===== config.mk =====
export PLATFORM = sky130hd
export DESIGN_NAME = jam_detector
export DESIGN_NICKNAME = d
export VERILOG_FILES = /design/src/rtl/jam_detector.sv
export SDC_FILE = /design/constraint.sdc
export NUM_CORES = 1
export LEC_CHECK = 0
export BUFFER_PORTS_ARGS = -buffer_cell sky130_fd_sc_hd__buf_2
export CORE_ASPECT_RATIO = 0.75
export CORE_MARGIN = 2
export CORE_UTILIZATION = 44
export CTS_CLUSTER_DIAMETER = 150
export DETAILED_ROUTE_END_ITERATION = 10
export PLACE_DENSITY = 0.66
export SYNTH_ARGS = -nofsm -noshare
export SYNTH_HDL_FRONTEND = slang
export SYNTH_SLANG_ARGS = --single-unit

===== constraint.sdc =====
create_clock -name clk -period 2.2 [get_ports clk]
set_input_delay 0.11 -clock clk [delete_from_list [all_inputs] [get_ports clk]]
set_output_delay 0.11 -clock clk [all_outputs]
set_load 0.02 [all_outputs]

===== src/rtl/jam_detector.sv =====
`default_nettype none
// ============================================================================
// jam_detector : per-lane loop synchroniser, edge detect, saturating queue
//                occupancy counter and persistence/hysteresis jam FSM.
// Revision     : 1.0
// ============================================================================
module jam_detector #(
   parameter int CNT_W   = 6,
   parameter int JAM_ON  = 20,
   parameter int JAM_OFF = 8,
   parameter int HOLD    = 4
) (
   input  logic             clk,
   input  logic             rst_n,
   input  logic             arrive_loop_0,
   input  logic             arrive_loop_1,
   input  logic             arrive_loop_2,
   input  logic             arrive_loop_3,
   input  logic             depart_loop_0,
   input  logic             depart_loop_1,
   input  logic             depart_loop_2,
   input  logic             depart_loop_3,
   output logic             jam_sensor_0,
   output logic             jam_sensor_1,
   output logic             jam_sensor_2,
   output logic             jam_sensor_3,
   output logic [CNT_W-1:0] q_count_0,
   output logic [CNT_W-1:0] q_count_1,
   output logic [CNT_W-1:0] q_count_2,
   output logic [CNT_W-1:0] q_count_3
);

   localparam int                  c_LANES    = 4;
   localparam int                  c_HOLD_W   = $clog2(HOLD + 1);
   localparam logic [CNT_W-1:0]    c_Q_MAX    = {CNT_W{1'b1}};
   localparam logic [CNT_W-1:0]    c_Q_ONE    = CNT_W'(1);
   localparam logic [CNT_W-1:0]    c_JAM_ON   = CNT_W'(JAM_ON);
   localparam logic [CNT_W-1:0]    c_JAM_OFF  = CNT_W'(JAM_OFF);
   localparam logic [c_HOLD_W-1:0] c_HOLD     = c_HOLD_W'(HOLD);
   localparam logic [c_HOLD_W-1:0] c_HOLD_ONE = c_HOLD_W'(1);

   typedef enum logic [1:0] {
      S_CLEAR   = 2'd0,
      S_PENDING = 2'd1,
      S_JAM     = 2'd2
   } state_t;

   logic [c_LANES-1:0]            w_arrive;
   logic [c_LANES-1:0]            w_depart;
   logic [c_LANES-1:0]            w_jam;
   logic [c_LANES-1:0][CNT_W-1:0] w_qcnt;

   assign w_arrive = {arrive_loop_3, arrive_loop_2, arrive_loop_1, arrive_loop_0};
   assign w_depart = {depart_loop_3, depart_loop_2, depart_loop_1, depart_loop_0};

   for (genvar gi = 0; gi < c_LANES; gi++) begin : g_lane
      logic                r_arr_s1, r_arr_s2, r_arr_s3;
      logic                r_dep_s1, r_dep_s2, r_dep_s3;
      logic                w_arr_ev, w_dep_ev;
      logic [CNT_W-1:0]    r_qcnt;
      state_t              r_state;
      logic [c_HOLD_W-1:0] r_hold;
      logic                r_jam;

      // Two-flop synchroniser plus history flop; history clears on reset so a
      // loop held high across reset still yields exactly one event.
      always_ff @(posedge clk) begin
         if (!rst_n) begin
            r_arr_s1 <= 1'b0;
            r_arr_s2 <= 1'b0;
            r_arr_s3 <= 1'b0;
            r_dep_s1 <= 1'b0;
            r_dep_s2 <= 1'b0;
            r_dep_s3 <= 1'b0;
         end else begin
            r_arr_s1 <= w_arrive[gi];
            r_arr_s2 <= r_arr_s1;
            r_arr_s3 <= r_arr_s2;
            r_dep_s1 <= w_depart[gi];
            r_dep_s2 <= r_dep_s1;
            r_dep_s3 <= r_dep_s2;
         end
      end

      assign w_arr_ev = r_arr_s2 & ~r_arr_s3;
      assign w_dep_ev = r_dep_s2 & ~r_dep_s3;

      always_ff @(posedge clk) begin
         if (!rst_n) begin
            r_qcnt <= '0;
         end else if (w_arr_ev && !w_dep_ev && (r_qcnt != c_Q_MAX)) begin
            r_qcnt <= r_qcnt + c_Q_ONE;
         end else if (w_dep_ev && !w_arr_ev && (r_qcnt != '0)) begin
            r_qcnt <= r_qcnt - c_Q_ONE;
         end
      end

      // PENDING counts consecutive edges at or above JAM_ON; JAM only
      // releases once occupancy has fallen to JAM_OFF.
      always_ff @(posedge clk) begin
         if (!rst_n) begin
            r_state <= S_CLEAR;
            r_hold  <= '0;
            r_jam   <= 1'b0;
         end else begin
            case (r_state)
               S_CLEAR: begin
                  if (r_qcnt >= c_JAM_ON) begin
                     r_state <= S_PENDING;
                     r_hold  <= c_HOLD_ONE;
                  end
               end
               S_PENDING: begin
                  if (r_qcnt < c_JAM_ON) begin
                     r_state <= S_CLEAR;
                     r_hold  <= '0;
                  end else if (r_hold == c_HOLD) begin
                     r_state <= S_JAM;
                     r_jam   <= 1'b1;
                  end else begin
                     r_hold <= r_hold + c_HOLD_ONE;
                  end
               end
               S_JAM: begin
                  if (r_qcnt <= c_JAM_OFF) begin
                     r_state <= S_CLEAR;
                     r_hold  <= '0;
                     r_jam   <= 1'b0;
                  end
               end
               default: begin
                  r_state <= S_CLEAR;
                  r_hold  <= '0;
                  r_jam   <= 1'b0;
               end
            endcase
         end
      end

      assign w_jam[gi]  = r_jam;
      assign w_qcnt[gi] = r_qcnt;
   end

   assign jam_sensor_0 = w_jam[0];
   assign jam_sensor_1 = w_jam[1];
   assign jam_sensor_2 = w_jam[2];
   assign jam_sensor_3 = w_jam[3];

   assign q_count_0 = w_qcnt[0];
   assign q_count_1 = w_qcnt[1];
   assign q_count_2 = w_qcnt[2];
   assign q_count_3 = w_qcnt[3];

endmodule
`default_nettype wire


==> flow_summary.ini <==
[floorplan]
die_w_um = 111
die_area_mm2 = 0.00929
ios = 38
rows = 29
core_mm2 = 0.00838
start_util_pct = 44.8
die_height_um = 84.0

[routing]
wl_per_cell_um = 13.7
drt_iter0_markers = 146
via_per_inst = 5.45
drt-total-wl_mm = 8.23
drc = 0
drt-pass1-iter-count = 4
ant_nets = 0
num_vias = 3277

[grt]
grt_max_degree = 52
antenna_found_initial = 0
gr-total-overflow = 0
grt_pass1_wl_mm = 14.2
grtUsageTotal_pct = 18.4
grt_pass1_vias = 3087

[synthesis]
synth_top_family_by_area = compound AO/OA/AOI/OAI gates
synthesis.nets = 458
synth_compound_area_share_pct = 23.3
yosys.area_share.simple_pct = 20.9
ys_seq_elements = 72
synthAdderAreaFrac_pct = 10.1
synth.cell_area_mm2 = 0.00375
synth_cell_types = 52
muxShareOfSynthArea_pct = 1.07
ys_seq_area_share_pct = 38.4
synth-edff-count = 0
synth.avg_cell_area_um2 = 8.94
yosys.area_share.xor_xnor_pct = 2.80
synthArstFlopShare_pct = 0
syn_inst = 420
yosysWarnings = 0
synth_ff_type = dfxtp_1

[clock_network]
insertion_delay_ns = 0.33
cts_sinks = 72
clkTransAtPathRegs_ns = 0.06
cts_root_buf = clkbuf_16
cts_buffers = 9
cts_tree = done
post_cts_resized = 0
htree_num_levels = 3
cts_max_path_buffers = 2

[placed_design]
routabilityCongestion = 0.901
dpl_worst_slack_ns = 0.0929
io_buffers = 37
dpl.hpwl_mm = 5.66
dp.cells = 577

[power]
power_density_mw_per_mm2 = 941
total_leakage_power_nw = 2.09
ir_worst_vdd_mv = 0.582
p_total_mw = 4.42

[cells_and_area]
final_layout_size_suffix_gt1_share_pct = 20.9
antennaDiodeCount = 0
area_delta_synth_final_pct = 25.1
final_cells = 601
fillers = 763
nNetsFinal = 526

[worst_setup_path]
crit_required_ns = 2.46
start_kind = flip-flop
path_class = reg -> reg
end_kind = flip-flop
cp.arrival_ns = 2.36
crit_fanout = 4

[timing]
worstMarginPinSlew_ns = 0.604
layout_setup_ws_ns = 0.0976
finalHoldViolCount = 0
final-max-slew-violation-count = 0
skew_ns = 0.00661
final-setup-viol-count = 0
fmax_mhz = 476
post-route-period-util_pct = 95.6
maxSlewHeadroom_pct = 59.7
period_needed_ns = 2.10

[min_path]
min_path_type = in -> reg

[status]
outcome = finished, final reports clean

[run]
max_cap_violations = 0
## cell usage in the layout, fill, tap and decap left out, types with 4 or more instances in the layout
cell / Yosys / routed
dfxtp_1: 72 / 62
buf_2: 2 / 37
nand2_1: 34 / 34
buf_4: 0 / 26
nor2_1: 25 / 25
a21oi_1: 25 / 25
and2_1: 25 / 25
ha_1: 24 / 24
o21ai_0: 20 / 20
inv_1: 18 / 18
nand3_1: 16 / 16
and3_1: 13 / 13
xnor2_1: 12 / 12
nor3_1: 12 / 12
a211oi_1: 12 / 11
a21o_1: 11 / 11
a211o_1: 10 / 10
clkbuf_16: 0 / 10
o21bai_1: 8 / 8
dfxtp_2: 0 / 8
nand4_1: 7 / 7
nand2b_1: 6 / 6
o211ai_1: 6 / 6
dlygate4sd3_1: 0 / 6
nor2b_1: 5 / 5
mux2i_1: 4 / 4
fa_1: 4 / 4
bufinv_16: 0 / 4
## cells by family after synthesis
| group | after synthesis |
|---|---|
| flops | 72 |
| fa+ha+maj | 28 |
| compound gates | 121 |
| buf+inv | 30 |
| xor+xnor | 12 |
| mux | 4 |
| simple gates | 153 |
## area by class of cell
type | instances | area [um2] | share of cell area [%]
clock inverter | 4 | 120 | 2.56
inverter | 18 | 67.6 | 1.44
sequential | 72 | 1460 | 31.1
timing repair buffer | 69 | 440 | 9.38
tap | 108 | 135 | 2.88
multi-input combinational | 318 | 2200 | 46.8
clock buffer | 12 | 278 | 5.91
## cell usage after synthesis, drive strengths merged, types with 9 or more instances
library cell / n / area [um2]
dfxtp: 72 / 1440
inv: 18 / 67.6
nand3: 16 / 80.1
a211oi: 12 / 90.1
o211ai: 9 / 82.6
nand2: 34 / 128
and3: 13 / 81.3
and2: 25 / 156
o21ai: 22 / 110
a21oi: 26 / 134
nor3: 12 / 60.1
nor2: 25 / 93.8
ha: 24 / 300
xnor2: 12 / 105
a21o: 12 / 91.3
a211o: 11 / 97.6
## path summary, 6_finish.rpt
| kind | startpoint | end | slack [ns] | cells past startpoint |
|---|---|---|---|---|
| setup / recovery | g_lane[2].r_arr_s2 | q_count_2[4] | 0.1 | 9 |
| setup reg to reg | g_lane[2].r_arr_s2 | q_count_2[4] | 0.1 | 9 |
| hold reg to reg | g_lane[0].r_dep_s1 | g_lane[0].r_dep_s2 | 0.43 | 1 |
| hold / removal | arrive_loop_0 | g_lane[0].r_arr_s1 | 0.005 | 2 |
## critical path, stage by stage, from the launching register on
cell,delay (ns)
dfxtp_1,0.32
nor2b_1,0.19
o211ai_1,0.21
buf_4,0.20
fa_1,0.39
a21o_1,0.19
a21oi_1,0.19
xnor2_1,0.14
nand2_1,0.06
a21oi_1,0.13
## registers in the layout (all words and copies together) (netlist names), 6 cells and up
| signal | count |
|---|---|
| g_lane.r_hold | 12 |
| g_lane.r_state | 8 |
| q_count_0 | 6 |
| q_count_1 | 6 |
| q_count_2 | 6 |
| q_count_3 | 6 |
## through the flow
step,instance area (um2),hold WS (ns),utilization [%],TNS [ns]
after floorplan,3780,0.237,-,0
after CTS,4680,0.000825,55.9,0
after global placement,4220,0.317,50.4,0
after global routing,4700,0.00469,56.0,-0.0260
final,4700,0.00518,56.0,0
after detailed placement,4220,0.321,50.4,0
## layer usage
metal | up-vias | share of wire [%] | global-route usage (%)
li1 | 1664 | - | -
met1 | 1562 | 49 | 24.4
met2 | 47 | 47 | 29.6
met3 | 4 | 3.7 | 5.37
met4 | 0 | 0.52 | 4.77
met5 | - | 0 | 0
## report_power, final
| part | total (mW) | internal (mW) | switching (mW) |
|---|---|---|---|
| Sequential | 1.52 | 1.42 | 0.102 |
| Combinational | 0.994 | 0.446 | 0.548 |
| Clock | 1.90 | 1.35 | 0.549 |
## repair_timing
item / CTS / global route
buffers inserted: 0 / 2
endpoints found under the setup margin: 0 / 5
hold endpoints to repair: 6 / 0
hold buffers: 6 / 0
Note: power is estimated with default switching activity, not from simulation.
